==> config.mk <==
export PLATFORM = sky130hd
export DESIGN_NAME = sha1_block_feeder
export DESIGN_NICKNAME = d
export VERILOG_FILES = /design/src/rtl/sha1_pkg.sv /design/src/rtl/sha1_block_feeder.sv
export SDC_FILE = /design/constraint.sdc
export NUM_CORES = 1
export LEC_CHECK = 0
export CORE_AREA = 2 2 224 226
export CTS_CLUSTER_SIZE = 24
export DETAILED_ROUTE_END_ITERATION = 8
export DIE_AREA = 0 0 226 228
export PLACE_DENSITY = 0.86
export REMOVE_ABC_BUFFERS = 1
export SLEW_MARGIN = 5
export SYNTH_ARGS = -nofsm -noshare
export SYNTH_HDL_FRONTEND = slang
export SYNTH_SLANG_ARGS = --single-unit
==> constraint.sdc <==
create_clock -name clk -period 2.4 [get_ports clk]
set_input_delay 0.6 -clock clk [delete_from_list [all_inputs] [get_ports clk]]
set_output_delay 0.6 -clock clk [all_outputs]
set_load 0.005 [all_outputs]
==> src/rtl/sha1_pkg.sv <==
// sha1_pkg: widths and feeder state encoding shared by the
// SHA-1 block feeder and the compression core.
package sha1_pkg;

  localparam int WORD_W          = 32;
  localparam int BLOCK_W         = 512;
  localparam int WORDS_PER_BLOCK = 16;

  typedef enum logic [2:0] {
    S_IDLE,
    S_POP,
    S_WAIT,
    S_SEND,
    S_HOLD
  } feeder_state_t;

endpackage

==> src/rtl/sha1_block_feeder.sv <==
// sha1_block_feeder: pops 512-bit blocks from the UART rx FIFO and
// streams them to the SHA-1 core as 16 words, MS word first.
//
// Ports:
//   clk, rst          clock, synchronous active-high reset
//   rx_empty, r_data  FIFO status and read data
//   rd_uart           FIFO pop pulse
//   w_valid, w_data   word handshake towards the core
//   w_idx, w_ready    word index 0..15, core accept
//   blk_start         pulse with the first word of a block
//   blk_done          core finished compressing the block
//   busy, blk_count   activity flag, completed block count
module sha1_block_feeder
  import sha1_pkg::*;
#(
  parameter int DBIT     = BLOCK_W,
  parameter int WBIT     = WORD_W,
  parameter int FIFO_LAT = 1
) (
  input  logic            clk,
  input  logic            rst,
  input  logic            rx_empty,
  input  logic [DBIT-1:0] r_data,
  output logic            rd_uart,
  output logic            w_valid,
  output logic [WBIT-1:0] w_data,
  output logic [3:0]      w_idx,
  input  logic            w_ready,
  output logic            blk_start,
  input  logic            blk_done,
  output logic            busy,
  output logic [15:0]     blk_count
);

  localparam logic [3:0] LAST_IDX =
    4'(WORDS_PER_BLOCK - 1);

  feeder_state_t   state;
  logic [DBIT-1:0] shift_reg;
  logic [1:0]      wait_cnt;
  logic            done_seen;

  assign rd_uart = (state == S_POP);
  assign w_valid = (state == S_SEND);
  assign w_data  = shift_reg[DBIT-1 -: WBIT];

  always_ff @(posedge clk) begin
    if (rst) begin
      state     <= S_IDLE;
      shift_reg <= '0;
      wait_cnt  <= '0;
      w_idx     <= '0;
      blk_start <= 1'b0;
      busy      <= 1'b0;
      blk_count <= '0;
      done_seen <= 1'b0;
    end else begin
      blk_start <= 1'b0;

      // An early done (core finishing while words
      // are still in flight) must not be lost.
      if (blk_done && state != S_IDLE)
        done_seen <= 1'b1;

      unique case (state)
        S_IDLE: begin
          if (!rx_empty) begin
            state <= S_POP;
            busy  <= 1'b1;
          end
        end

        S_POP: begin
          state    <= S_WAIT;
          wait_cnt <= 2'(FIFO_LAT);
        end

        // r_data is valid in the last WAIT cycle.
        S_WAIT: begin
          wait_cnt <= wait_cnt - 2'd1;
          if (wait_cnt == 2'd1) begin
            shift_reg <= r_data;
            w_idx     <= '0;
            blk_start <= 1'b1;
            state     <= S_SEND;
          end
        end

        S_SEND: begin
          if (w_ready) begin
            shift_reg <= shift_reg << WBIT;
            w_idx     <= w_idx + 4'd1;
            if (w_idx == LAST_IDX)
              state <= S_HOLD;
          end
        end

        S_HOLD: begin
          if (done_seen) begin
            done_seen <= 1'b0;
            blk_count <= blk_count + 16'd1;
            if (!rx_empty) begin
              state <= S_POP;
            end else begin
              state <= S_IDLE;
              busy  <= 1'b0;
            end
          end
        end

        default: begin
          state <= S_IDLE;
          busy  <= 1'b0;
        end
      endcase
    end
  end

endmodule

==> impl_metrics.py, run 1 <==
metrics = {
    "outcome": {
        "run_status": "completed",
    },
    "yosys": {
        "syn_inst": 2967,
        "async_flop_share_pct": 0,
        "ys_top_cells_by_count": "nand2_1, dfxtp_1, nor2_1",
        "avgSynthCellArea_sq_um": 7.71,
        "synth_top_cell_by_area": "dfxtp_1",
        "synth_area_leaders": "dfxtp_1, a311oi_1, nand2_1",
        "ys_types": 42,
        "synth_most_common_cell": "nand2_1",
        "synth_top_area_share_pct": 47.2,
        "ys.warnings.count": 0,
        "synth_edf_count": 0,
        "synth_seq_area_share_pct": 47.2,
        "ys_seq_elements": 540,
        "syn-cell-area_sq_mm": 0.0229,
        "synth_flop_cell": "dfxtp_1",
    },
    "setup_path": {
        "worst_ep_arrival_time_ns": 1.70,
        "path_cells": "nand3b_1 > inv_8 > dlygate4sd2_1",
        "worstSetupPathType": "reg2out",
        "crit_path_end_kind": "output pin",
        "cp-start-kind": "register",
        "max_stage_delay_ns": 0.41,
        "worstPathMaxFanout": 9,
        "critPathSlowestCell": "dfxtp_2",
        "critPathRequiredTime_ns": 1.80,
    },
    "global_route": {
        "grt_max_degree": 100,
        "grt_overflow_total": 0,
        "grt_pass1_wl_um": 108000,
        "antenna_found_initial": 13,
        "grt_pass1_vias": 20939,
        "grtUsageTotal_pct": 25.7,
    },
    "timing": {
        "finalSetupViolCount": 0,
        "hold_viol": 0,
        "tightest_slew_ns": 0.466,
        "drv_slew": 0,
        "fin_worst_skew_ns": 0.0143,
        "rsz0062_at_grt": "false",
        "period_needed_ns": 2.30,
        "fin_crit_sh_pct": 95.8,
        "fmax_ghz": 0.435,
        "relSlewSlack_pct": 68.9,
    },
    "route": {
        "vias": 22635,
        "drt_pass1_iterations": 6,
        "drt_wl_total_um": 69400,
        "ant_nets": 0,
        "drtIter0Drc": 1868,
        "post-route-drc-count": 0,
        "via_per_inst": 5.54,
        "wl_per_cell_um": 17.0,
    },
    "layout": {
        "final_util_pct": 62.9,
        "nFillCells": 4070,
        "area_delta_synth_final_pct": 35.6,
        "largest_register_ffs": 512,
        "fin_nets": 3881,
        "instances_no_fill": 4086,
        "drive_gt1_share_pct": 5.17,
    },
    "placed_design": {
        "gp_congestion": 0.866,
        "hpwl_um": 47800,
        "portBuffers": 572,
        "place_inst": 3975,
    },
    "power": {
        "vdd_ir_drop_max_mv": 0.629,
        "leakagePower_nw": 11.0,
        "p_per_area_mw_per_mm2": 887,
    },
    "die": {
        "core_area_sq_mm": 0.0493,
        "dieArea_sq_mm": 0.0515,
        "num_rows": 82,
        "floorplan.initialDensity_pct": 46.4,
        "die_x_um": 226,
        "die-height_um": 228,
        "ios": 573,
    },
    "clock_network": {
        "tritoncts": "built",
        "cts_buffer_depth": 3,
        "clkSinkCount": 540,
        "cts_made_buffers": 55,
        "cts.clk_slew.worst_paths_ns": 0.06,
        "root_buffer": "clkbuf_16",
        "clk_latency_ns": 0.58,
        "h-tree-depth": 2,
    },
    "flow_run": {
        "maxCapViolCount": 0,
    },
    "worst_hold_path": {
        "hp-class": "in2reg",
    },
}
## worst paths after layout
path | start | end | slack, ns | depth (start not counted)
setup reg to reg | state[1]$_SDFFE_PP0P_ | shift_reg[202]$_SDFFE_PP0P_ | 0.29 | 7
hold / removal | rst | shift_reg[303]$_SDFFE_PP0P_ | 0.46 | 2
setup / recovery | state[1]$_SDFFE_PP0P_ | w_valid | 0.10 | 3
hold reg to reg | shift_reg[453]$_SDFFE_PP0P_ | shift_reg[485]$_SDFFE_PP0P_ | 0.47 | 2
## stage by stage
stage          area [sq um]  power [mW]  setup TNS [ns]  hold WS [ns]  setup slack (ns)
6_report              31000        27.5               0         0.457             0.101
3_3_place_gp          29200        18.8               0         0.460            0.0877
3_5_place_dp          29200        19.1         -0.0181         0.466           -0.0181
4_1_cts               31000        27.6               0         0.432            0.0569
5_1_grt               31000        29.1               0         0.461            0.0256
2_1_floorplan         21500        14.2               -         0.450            -27.21
## repair_timing
item                       in CTS  in global routing
setup endpoints to repair       2                  0
setup buffers                   1                  0
hold buffers                    0                  0
resized for setup               8                  0
## placed cells by master (no fill, tap or decap), types with 2 or more instances in the layout
cell | Yosys | final
a211oi_1 | 2 | 2
a21oi_1 | 16 | 16
a22oi_1 | 33 | 33
a311oi_1 | 480 | 480
and3_1 | 4 | 4
buf_12 | 0 | 35
buf_4 | 32 | 46
buf_8 | 0 | 2
bufinv_16 | 0 | 2
clkbuf_1 | 250 | 13
clkbuf_16 | 0 | 57
clkbuf_8 | 0 | 16
clkdlybuf4s50_1 | 0 | 569
clkinv_2 | 0 | 8
dfxtp_1 | 540 | 538
diode_2 | 0 | 13
dlygate4sd2_1 | 0 | 2
ha_1 | 3 | 3
inv_1 | 4 | 3
nand2_1 | 973 | 973
nand2b_1 | 2 | 2
nand3_1 | 7 | 7
nand3b_1 | 2 | 2
nand4_1 | 5 | 5
nor2_1 | 527 | 527
nor2b_1 | 5 | 5
nor3_1 | 5 | 5
nor3b_2 | 0 | 2
o21ai_0 | 7 | 7
or3_1 | 6 | 6
or4_1 | 3 | 3
xnor2_1 | 4 | 4
xor2_1 | 5 | 5
## where the power goes
group	total (mW)	leakage (nW)	switching (mW)	internal [mW]
sequential	11.7	4.40	0.952	10.7
clock	8.52	0.897	3.49	5.03
combinational	7.35	5.69	4.06	3.29
## final cells by class
cell class | count | area (sq um) | share of cell area, %
timing repair buffer | 654 | 6790 | 21.9
antenna | 13 | 32.5 | 0.105
inverter | 4 | 22.5 | 0.0726
clock inverter | 11 | 109 | 0.351
multi-input combinational | 2106 | 10700 | 34.6
clock buffer | 86 | 1700 | 5.46
tap | 672 | 841 | 2.71
sequential | 540 | 10800 | 34.8
## cells by family (layout without fill, tap and decap cells)
logic type,after synthesis,after routing,share of synthesized area [%]
AND/OR/NAND/NOR,1548,1548,26.0
AO/OA/AOI/OAI,545,545,20.3
flip-flops,540,540,47.2
buffers and inverters,321,755,5.93
XOR/XNOR,9,9,0.344
adder cells (fa/ha/maj),3,3,0.164
multiplexers,1,1,0.0437
other,0,13,0
## layer usage
metal / track usage, % / wire [um]
met5: 0 / 0
met4: 12.7 / 2990
met3: 3.71 / 4190
met2: 42.7 / 33400
met1: 32.5 / 28800
## critical path, delay by kind of cell (launching register included)
kind	cells	cell delay [ns]
flops	1	0.41
simple gates	1	0.23
buf+inv	2	0.48
Power figures use the tool's default switching activity.
==> inputs of run 2 (changes only) <==
==> constraint.sdc (replaced) <==
create_clock -name clk -period 2.4 [get_ports clk]
set_input_delay 0.36 -clock clk [delete_from_list [all_inputs] [get_ports clk]]
set_output_delay 0.36 -clock clk [all_outputs]
set_load 0.005 [all_outputs]
==> run 2 against run 1 <==
Worst setup slack better by 0.0064 ns. Highest routed layer unchanged. Flip-flop and latch count is the same. Core utilization barely moved. Cell count rose by 0.39%. Critical endpoint unchanged. Routed wire length decreased by 1.7%.
==> impl_metrics.py, run 2 (synthesized netlist as in run 1, its figures left out) <==
metrics = {
    "layout": {
        "area_delta_synth_final_pct": 35.6,
        "nFillCells": 4051,
        "fin_nets": 3892,
        "largest_register_ffs": 512,
        "final_common_cell": "nand2_1",
        "drive_gt1_share_pct": 5.53,
        "final_cell_mix": "nand2_1, clkdlybuf4s50_1, dfxtp_1",
    },
    "timing": {
        "finalSetupViolCount": 0,
        "setup_ws_ns": 0.107,
        "rsz0062_at_grt": "false",
        "relSlewSlack_pct": 64.7,
        "fin_worst_skew_ns": 0.0143,
        "fmax_ghz": 0.436,
        "hold_viol": 0,
        "final.setup.tns_ns": 0,
        "period_needed_ns": 2.29,
        "drv_slew": 0,
        "fin_crit_sh_pct": 95.5,
        "tightest_slew_ns": 0.530,
    },
    "setup_path": {
        "worstSetupPathType": "reg2out",
        "cp-start-kind": "register",
        "critPathRequiredTime_ns": 2.04,
        "worst_ep_arrival_time_ns": 1.93,
        "worstPathMaxFanout": 4,
        "crit_path_end_kind": "output pin",
        "reg2reg_depth": 7,
    },
    "power": {
        "p_total_mw": 27.5,
        "vdd_ir_drop_max_mv": 0.662,
        "p_per_area_mw_per_mm2": 885,
        "power.net_switching_mw": 8.52,
        "sw_frac_of_total_pct": 31.0,
        "pwr-share-clk_pct": 31.0,
        "leakagePower_nw": 11.0,
        "p_int_mw": 19.0,
        "combPwrFrac_pct": 26.5,
        "p_seq_share_pct": 42.4,
    },
    "clock_network": {
        "root_buffer": "clkbuf_16",
        "tritoncts": "built",
        "clk_latency_ns": 0.59,
        "cts_made_buffers": 55,
        "h-tree-depth": 2,
        "cts.clk_slew.worst_paths_ns": 0.06,
        "clkSinkCount": 540,
        "cts_hold_buffers": 0,
        "cts_buffer_depth": 3,
    },
    "die": {
        "floorplan.initialDensity_pct": 46.4,
        "die_x_um": 226,
        "num_rows": 82,
        "ios": 573,
        "dieArea_sq_mm": 0.0515,
        "core_area_sq_mm": 0.0493,
        "die-height_um": 228,
    },
    "global_route": {
        "grt_overflow_total": 0,
        "antenna_found_initial": 15,
        "grtUsageTotal_pct": 25.4,
        "grt_pass1_vias": 20638,
        "grt_max_degree": 113,
        "grt_pass1_wl_um": 107000,
    },
    "route": {
        "vias": 22452,
        "via_per_inst": 5.47,
        "post-route-drc-count": 0,
        "drt_wl_total_um": 68200,
        "drt_pass1_iterations": 5,
        "drtIter0Drc": 1858,
        "ant_nets": 0,
        "wl_per_cell_um": 16.6,
    },
    "placed_design": {
        "gp_congestion": 0.873,
        "portBuffers": 572,
        "dpl_worst_slack_ns": 0.177,
        "hpwl_um": 47100,
    },
    "flow_run": {
        "maxCapViolCount": 0,
    },
    "outcome": {
        "run_status": "completed",
    },
    "worst_hold_path": {
        "hp-class": "in2reg",
        "holdPathStages": 2,
    },
}
[run 2: path summary, 6_finish.rpt]
path                                from                           to  slack, ns
min                                  rst   shift_reg[20]$_SDFFE_PP0P_       0.21
max                state[2]$_SDFFE_PP0P_                      w_valid       0.11
max reg2reg        state[2]$_SDFFE_PP0P_   shift_reg[84]$_SDFFE_PP0P_       0.30
min reg2reg  shift_reg[163]$_SDFFE_PP0P_  shift_reg[195]$_SDFFE_PP0P_       0.47
[run 2: layout make-up]
| cell class | count | area, sq um | share of cell area, % |
|---|---|---|---|
| sequential | 540 | 10800 | 34.8 |
| multi-input combinational | 2106 | 10700 | 34.6 |
| timing repair buffer | 665 | 6800 | 21.9 |
| clock buffer | 78 | 1560 | 5.04 |
| tap | 672 | 841 | 2.71 |
| clock inverter | 22 | 224 | 0.722 |
| antenna | 15 | 37.5 | 0.121 |
| inverter | 4 | 22.5 | 0.0726 |
[run 2: routing by layer]
metal  global-route usage [%]  vias up  wire length (um)
met5                        0        -                 0
met4                     13.7        0              3240
met3                     3.84      178              4120
met2                     41.7      701             32700
met1                     32.1    10457             28100
li1                         -    11116                 -
[run 2: repair_timing]
item                                    in CTS  in global routing
resized for setup                            1                  1
pin swaps                                    1                  0
endpoints found under the setup margin       2                  1
buffers inserted                             2                  0
[run 2: through the flow]
| stage | hold slack (ns) | instances | area (sq um) | util [%] |
|---|---|---|---|---|
| after floorplan | 0.429 | 2650 | 21500 | - |
| after global placement | 0.459 | 3985 | 29200 | 59.2 |
| after detailed placement | 0.466 | 3985 | 29200 | 59.2 |
| after CTS | 0.171 | 4087 | 31000 | 62.8 |
| after global routing | 0.189 | 4102 | 31000 | 62.9 |
| final | 0.214 | 4102 | 31000 | 62.9 |
[run 2: power groups by stage]
stage	logic, mW	clock network (mW)	registers, mW
after floorplan	3.80	0	10.4
after global placement	7.04	0	11.7
after detailed placement	7.25	0	11.8
after CTS	7.30	8.66	11.6
after global routing	8.18	9.05	11.8
final	7.29	8.53	11.7
[run 2: worst max-delay path, cell delays in order (launching register included)]
cell,delay (ns)
dfxtp_1,0.34
nand3b_1,0.16
buf_4,0.17
inv_8,0.09
clkdlybuf4s50_1,0.59
